### config.mk
export PLATFORM = sky130hd
export DESIGN_NAME = run_control
export DESIGN_NICKNAME = d
export VERILOG_FILES = /design/src/rtl/run_control.sv
export SDC_FILE = /design/constraint.sdc
export NUM_CORES = 1
export LEC_CHECK = 0
export ABC_AREA = 1
export ABC_CLOCK_PERIOD_IN_PS = 3450
export BUFFER_PORTS_ARGS = -buffer_cell sky130_fd_sc_hd__buf_2
export CORE_ASPECT_RATIO = 1.25
export CORE_MARGIN = 5
export CORE_UTILIZATION = 45
export CTS_CLUSTER_DIAMETER = 30
export DETAILED_ROUTE_END_ITERATION = 8
export HOLD_SLACK_MARGIN = 0.12
export PLACE_DENSITY = 0.7
export SYNTH_ARGS = -nofsm -noshare
export SYNTH_HDL_FRONTEND = slang
export SYNTH_SLANG_ARGS = --single-unit
### constraint.sdc
create_clock -name sysclk -period 3.45 [get_ports sysclk]
set_input_delay 0 -clock sysclk [delete_from_list [all_inputs] [get_ports sysclk]]
set_output_delay 0 -clock sysclk [all_outputs]
set_load 0.05 [all_outputs]
### src/rtl/run_control.sv
// Board-level run controller for the processor core: boots the core out of reset,
// times execution in cycles, stops the count on the halt opcode or a cycle limit.
module run_control #(
  parameter int                 COUNT_W     = 32,
  parameter logic [5:0]         HALT_OP     = 6'b111111,
  parameter int                 HALT_HOLD   = 1,
  parameter int                 BOOT_CYCLES = 2,
  parameter logic [COUNT_W-1:0] MAX_CYCLES  = '0
) (
  input  logic               sysclk,
  input  logic               rst,
  input  logic               start,
  input  logic [5:0]         op,
  input  logic [7:0]         led_in,
  input  logic [7:0]         sw,
  output logic               cpu_rstd,
  output logic [COUNT_W-1:0] count,
  output logic               halted,
  output logic               timeout,
  output logic [7:0]         led
);

  localparam int HOLD_W = (HALT_HOLD < 1) ? 1 : $clog2(HALT_HOLD + 1);
  localparam int BOOT_W = (BOOT_CYCLES < 1) ? 1 : $clog2(BOOT_CYCLES + 1);
  localparam logic [HOLD_W-1:0] HOLD_LAST = HOLD_W'(HALT_HOLD);
  localparam logic [BOOT_W-1:0] BOOT_LAST = BOOT_W'(BOOT_CYCLES - 1);

  typedef enum logic [2:0] {
    IDLE = 3'd0,
    BOOT = 3'd1,
    RUN  = 3'd2,
    HALT = 3'd3,
    TOUT = 3'd4
  } state_t;

  state_t             state;
  state_t             next_state;
  logic [BOOT_W-1:0]  boot_cnt;
  logic [HOLD_W-1:0]  hold_cnt;
  logic [HOLD_W-1:0]  hold_inc;
  logic [COUNT_W-1:0] count_inc;
  logic               halt_det;
  logic               tout_det;
  logic               cpu_rstd_d;
  logic               halted_d;
  logic               timeout_d;
  logic [COUNT_W-1:0] count_d;
  logic [7:0]         led_d;
  logic               unused_sw;

  assign unused_sw = ^sw[5:0];
  assign count_inc = count + COUNT_W'(1);
  assign hold_inc  = hold_cnt + HOLD_W'(1);
  // Halt needs HALT_HOLD back-to-back opcode samples; it takes priority over timeout.
  assign halt_det  = (op == HALT_OP) && (hold_inc == HOLD_LAST);
  assign tout_det  = (MAX_CYCLES != '0) && (count_inc == MAX_CYCLES);

  always_ff @(posedge sysclk) begin
    if (rst) state <= IDLE;
    else     state <= next_state;
  end

  always_comb begin
    next_state = state;
    case (state)
      IDLE:       if (start) next_state = BOOT;
      BOOT:       if (boot_cnt == BOOT_LAST) next_state = RUN;
      RUN: begin
        if (halt_det)      next_state = HALT;
        else if (tout_det) next_state = TOUT;
      end
      HALT, TOUT: if (start) next_state = BOOT;
      default:    next_state = IDLE;
    endcase
  end

  // Next values of the registered outputs; flags follow the state one edge later.
  always_comb begin
    count_d    = count;
    cpu_rstd_d = 1'b0;
    halted_d   = 1'b0;
    timeout_d  = 1'b0;
    case (state)
      RUN: begin
        count_d    = count_inc;
        cpu_rstd_d = 1'b1;
      end
      HALT: begin
        if (start) count_d = '0;
        cpu_rstd_d = !start;
        halted_d   = !start;
      end
      TOUT: begin
        if (start) count_d = '0;
        cpu_rstd_d = !start;
        timeout_d  = !start;
      end
      IDLE:    if (start) count_d = '0;
      default: count_d = count;
    endcase
    case (sw[7:6])
      2'b00:   led_d = led_in;
      2'b01:   led_d = count[7:0];
      2'b10:   led_d = count[15:8];
      default: led_d = {halted, timeout, 3'b000, state};
    endcase
  end

  always_ff @(posedge sysclk) begin
    if (rst) begin
      boot_cnt <= '0;
      hold_cnt <= '0;
    end else begin
      boot_cnt <= (state == BOOT) ? boot_cnt + BOOT_W'(1) : '0;
      if (state == RUN)
        hold_cnt <= (op == HALT_OP) ? hold_inc : '0;
      else if (next_state == BOOT)
        hold_cnt <= '0;
    end
  end

  always_ff @(posedge sysclk) begin
    if (rst) begin
      count    <= '0;
      cpu_rstd <= 1'b0;
      halted   <= 1'b0;
      timeout  <= 1'b0;
      led      <= 8'h00;
    end else begin
      count    <= count_d;
      cpu_rstd <= cpu_rstd_d;
      halted   <= halted_d;
      timeout  <= timeout_d;
      led      <= led_d;
    end
  end

endmodule

==> reports/qor_table.md <==
| Group | Result | This run |
|---|---|---|
| outcome | Status | finished clean |
| critical path | Cell type with the highest occurrence count on the critical path | dlygate4sd3_1 |
| finish | Count of filler cells inserted in the layout | 566 |
| timing | Final number of hold-violating endpoints | 0 |
| critical path | WS Path Type | primary input to register |
| finish | Proportion of layout cells with a drive suffix above 1 | 16.6% |
| yosys | Synthesized area per cell | 6.30 um^2 |
| power and ir drop | P_leak | 1.53 nW |
| clocking | Clock tree from TritonCTS | yes |
| yosys | Synthesized area | 2610 um^2 |
| floorplan | Initial core utilization | 45.7% |
| timing | Pin slew with the least headroom to its limit | 0.453 ns |
| placed design | Setup WS pre-CTS | 1.69 ns |
| timing | Unrepaired setup endpoints after global routing | no |
| clocking | Buffers from clock root to sink, at most | 2 |
| clocking | Cts bufs inserted | 5 |
| placed design | Number of buffers inserted by port buffering | 61 |
| floorplan | Number of placed I/O pins | 68 |
| yosys | Largest cells by area after synthesis | dfxtp_1 (38%), nand2_1 (16%), inv_1 (9.5%) |
| floorplan | Area of the core region | 5700 um^2 |
| critical path | Count of buffering cells on the critical path with inverters included | 5 |
| global route | Vias in the first global route | 2,724 |
| critical path | Worst endpoint data arrival time | 2.72 ns |
| timing | Final total negative setup slack | 0 ns |
| drt | Number of violations reported at the end of detailed-routing iteration 0 | 200 |
| finish | Antenna diode count | 0 |
| critical path | Cell-by-cell listing of the critical path | dlygate4sd3_1 > buf_2 > nand2_1 > dlygate4sd3_1 > nor2_1 > dlygate4sd3_1 > nand3_1 > a21oi_1 > dlygate4sd3_1 |
| yosys | Synth warn | 0 |
| floorplan | Die span in x | 78.1 um |
| critical path | Top fanout value on the critical path | 3 |
| global route | Total global routing track utilization | 19.4% |
| floorplan | Cell row count | 31 |
| drt | Avg Vias per Cell | 4.98 |
| power and ir drop | Peak supply drop | 0.205 mV |
| worst hold path | Min-Delay Path Class | primary input to register |
| timing | Total of endpoints with negative setup slack in the final report | 0 |
| clocking | Setup Fix Bufs, Post-CTS | 0 |
| yosys | Number of enable-type register cells in the synthesized netlist | 0 |
| drt | Routed Antenna Nets | 0 |
| placed design | HPWL reported at the end of detailed placement | 5130 um |
| yosys | Total nets after synthesis | 441 |
| global route | Global-route wire length before repair | 11,900 um |
| critical path | Kind of start point of the critical path | primary input |
| critical path | Worst R2R Setup Slack | 1.67 ns |
| yosys | Fraction of synthesized cell area taken by the top area cell type | 37.6% |
| power and ir drop | Overall power of the completed layout | 1.13 mW |
| drt | Router iterations before antenna repair | 4 |
| power and ir drop | Ratio of total power to cell area | 352 nW/um^2 |
| yosys | Share of synthesized cell area in and, or, nand and nor gates | 40.4% |
| yosys | Dominant combinational cell family by area after synthesis | simple AND/OR/NAND/NOR gates |
| yosys | Number of instances in the synthesized netlist | 414 |
| critical path | Worst path slowest cell | dlygate4sd3_1 |
| critical path | Data required time of the critical path | 3.70 ns |
| drt | DRC violation count after routing | 0 |
| flow run | Number of maximum-capacitance constraint violations | 0 |
| clocking | Clock insertion delay at the later pin of the skew report | 0.30 ns |
| finish | Post-route cell area | 3220 um^2 |
| yosys | Adder and majority gate portion of the synthesized area | 0.960% |
| yosys | Portion of netlist area occupied by mux cells | 0% |
| finish | Area delta synth->final | 23.7% |
| timing | Max-slew violations | 0 |
| global route | Pin count of the biggest net entering global routing | 27 |
| clocking | CTS root buf | clkbuf_8 |
| finish | Net count, final | 519 |
| global route | Initial antenna violation count | 0 |
| critical path | Kind of cell adding the most delay to the critical path | buffers and inverters |
| critical path | Element type at the critical path end | register |
| global route | Sum of overflow across all layers after global routing | 0 |
| drt | Vias | 2,783 |
| placed design | Routability congestion estimate from global placement | 0.897 |
| timing | FMAX | 404 MHz |
| yosys | Xor/xnor share of the synthesized area | 0% |
| critical path | Delay contributed by the slowest stage of the critical path | 0.55 ns |
| floorplan | Die Span Y | 95.1 um |
| yosys | Cell type with the largest total area after synthesis | dfxtp_1 |
| drt | Wirelength per Cell | 12.3 um |
| drt | Total wirelength of the detailed-routed design | 6880 um |
| timing | Final worst-path cycle share | 71.7% |
| timing | Worst-case setup margin in the final layout | 0.977 ns |
| placed design | Area after detailed placement | 2960 um^2 |
| clocking | H-tree levels | 2 |
| yosys | Share of synthesized registers carrying an async set or reset | 0% |
| yosys | Top flip-flop cell by instance count after synthesis | dfxtp_1 |
| yosys | Number of synthesized register bits | 49 |
| finish | Area of the multi-input gates | 1330 um^2 |
| timing | Max_slew headroom | 69.8% |
| clocking | Clock-pin slew on the worst setup and hold paths | 0.08 ns |
| timing | Shortest period the worst path allows | 2.47 ns |
| timing | Final clock skew | 0.00868 ns |
| yosys | Compound-cell area share of the yosys netlist | 9.65% |
| timing | Hold slack | 0.155 ns |
| clocking | Number of clock sinks | 49 |
| finish | Seq. cell area | 981 um^2 |
| yosys | Share of synthesized area occupied by flip-flops and latches | 37.6% |
| yosys | Library cells used by synthesis | 31 |
| floorplan | DIE AREA | 7420 um^2 |
-- final timing paths --
check / from / end / cells past startpoint
max: op[5] / state[0] / 9
min: sw[6] / led[6] / 4
max reg2reg: count[0] / count[26] / 9
min reg2reg: boot_cnt[0] / boot_cnt[0] / 1
-- flip-flops by register name, indices dropped and copies added, names as in the netlist --
signal / flops
boot_cnt: 2
count: 32
cpu_rstd: 1
halted: 1
hold_cnt: 1
led: 8
state: 3
timeout: 1
-- per-stage QoR --
step	std cells	utilization [%]
after global routing	559	56.5
after detailed placement	536	51.9
after CTS	559	56.5
final	559	56.5
after floorplan	414	-
after global placement	536	51.9
-- cell usage in the layout, fill, tap and decap left out, drive strengths merged --
cell type	instances
nand2	119
dfxtp	49
a21oi	18
nor3b	2
a31oi	1
o221ai	1
dlygate4sd3	15
o21ai	19
o21a	1
nand3b	1
clkbuf	7
and3	1
nand3	23
bufinv	1
nor2	70
inv	68
ha	2
nor4	1
nand4	12
buf	61
nor3	15
o2111ai	2
o211ai	3
clkinv	1
-- power breakdown --
part,switching (mW),internal (mW),total (mW),leakage [nW]
Combinational,0.0846,0.0423,0.127,1.07
Sequential,0.00600,0.574,0.580,0.396
Clock,0.190,0.237,0.426,0.0585
Total,0.280,0.853,1.13,1.53
-- synth_stat cells, types with 2 or more instances --
cell type / n
o21ai_1: 2
nand2_2: 3
nor2_2: 4
nand2_1: 114
buf_4: 3
nor3_1: 14
inv_2: 2
nor2_1: 66
nand2_4: 2
ha_1: 2
nand4_1: 12
inv_1: 66
o2111ai_1: 2
o211ai_1: 3
a21oi_1: 17
nand3_1: 23
o21ai_0: 17
dfxtp_1: 49
-- cell type report --
| type | count | share of cell area (%) |
|---|---|---|
| clock buffers | 7 | 2.68 |
| multi-input cells | 291 | 41.2 |
| well taps | 66 | 2.56 |
| inverters | 69 | 8.04 |
| repair buffers | 76 | 14.1 |
| clock inverters | 1 | 0.932 |
| flip-flops and latches | 49 | 30.4 |
-- worst min-delay path, stage by stage --
cell,delay [ns]
buf_2,0.12
nand2_1,0.16
o211ai_1,0.10
inv_1,0.05
-- cells by family after synthesis --
kind of cell    after synthesis
fa+ha+maj                     2
compound gates               45
buf+inv                      74
flops                        49
simple gates                244
-- metal layers --
metal  global-route usage, %  up-vias  wire length [um]
li1                        -     1464                 -
met1                    22.7     1230              2980
met2                    34.8       81              3360
met3                    3.69        8               442
met4                    7.04        0                89
met5                       0        -                 0
-- what timing repair did --
item | 4_1_cts | 5_1_grt
hold buffers | 15 | 0
resized for setup | 0 | 0
hold endpoints to repair | 22 | 0
No activity file was read; power rests on OpenSTA's default activity.
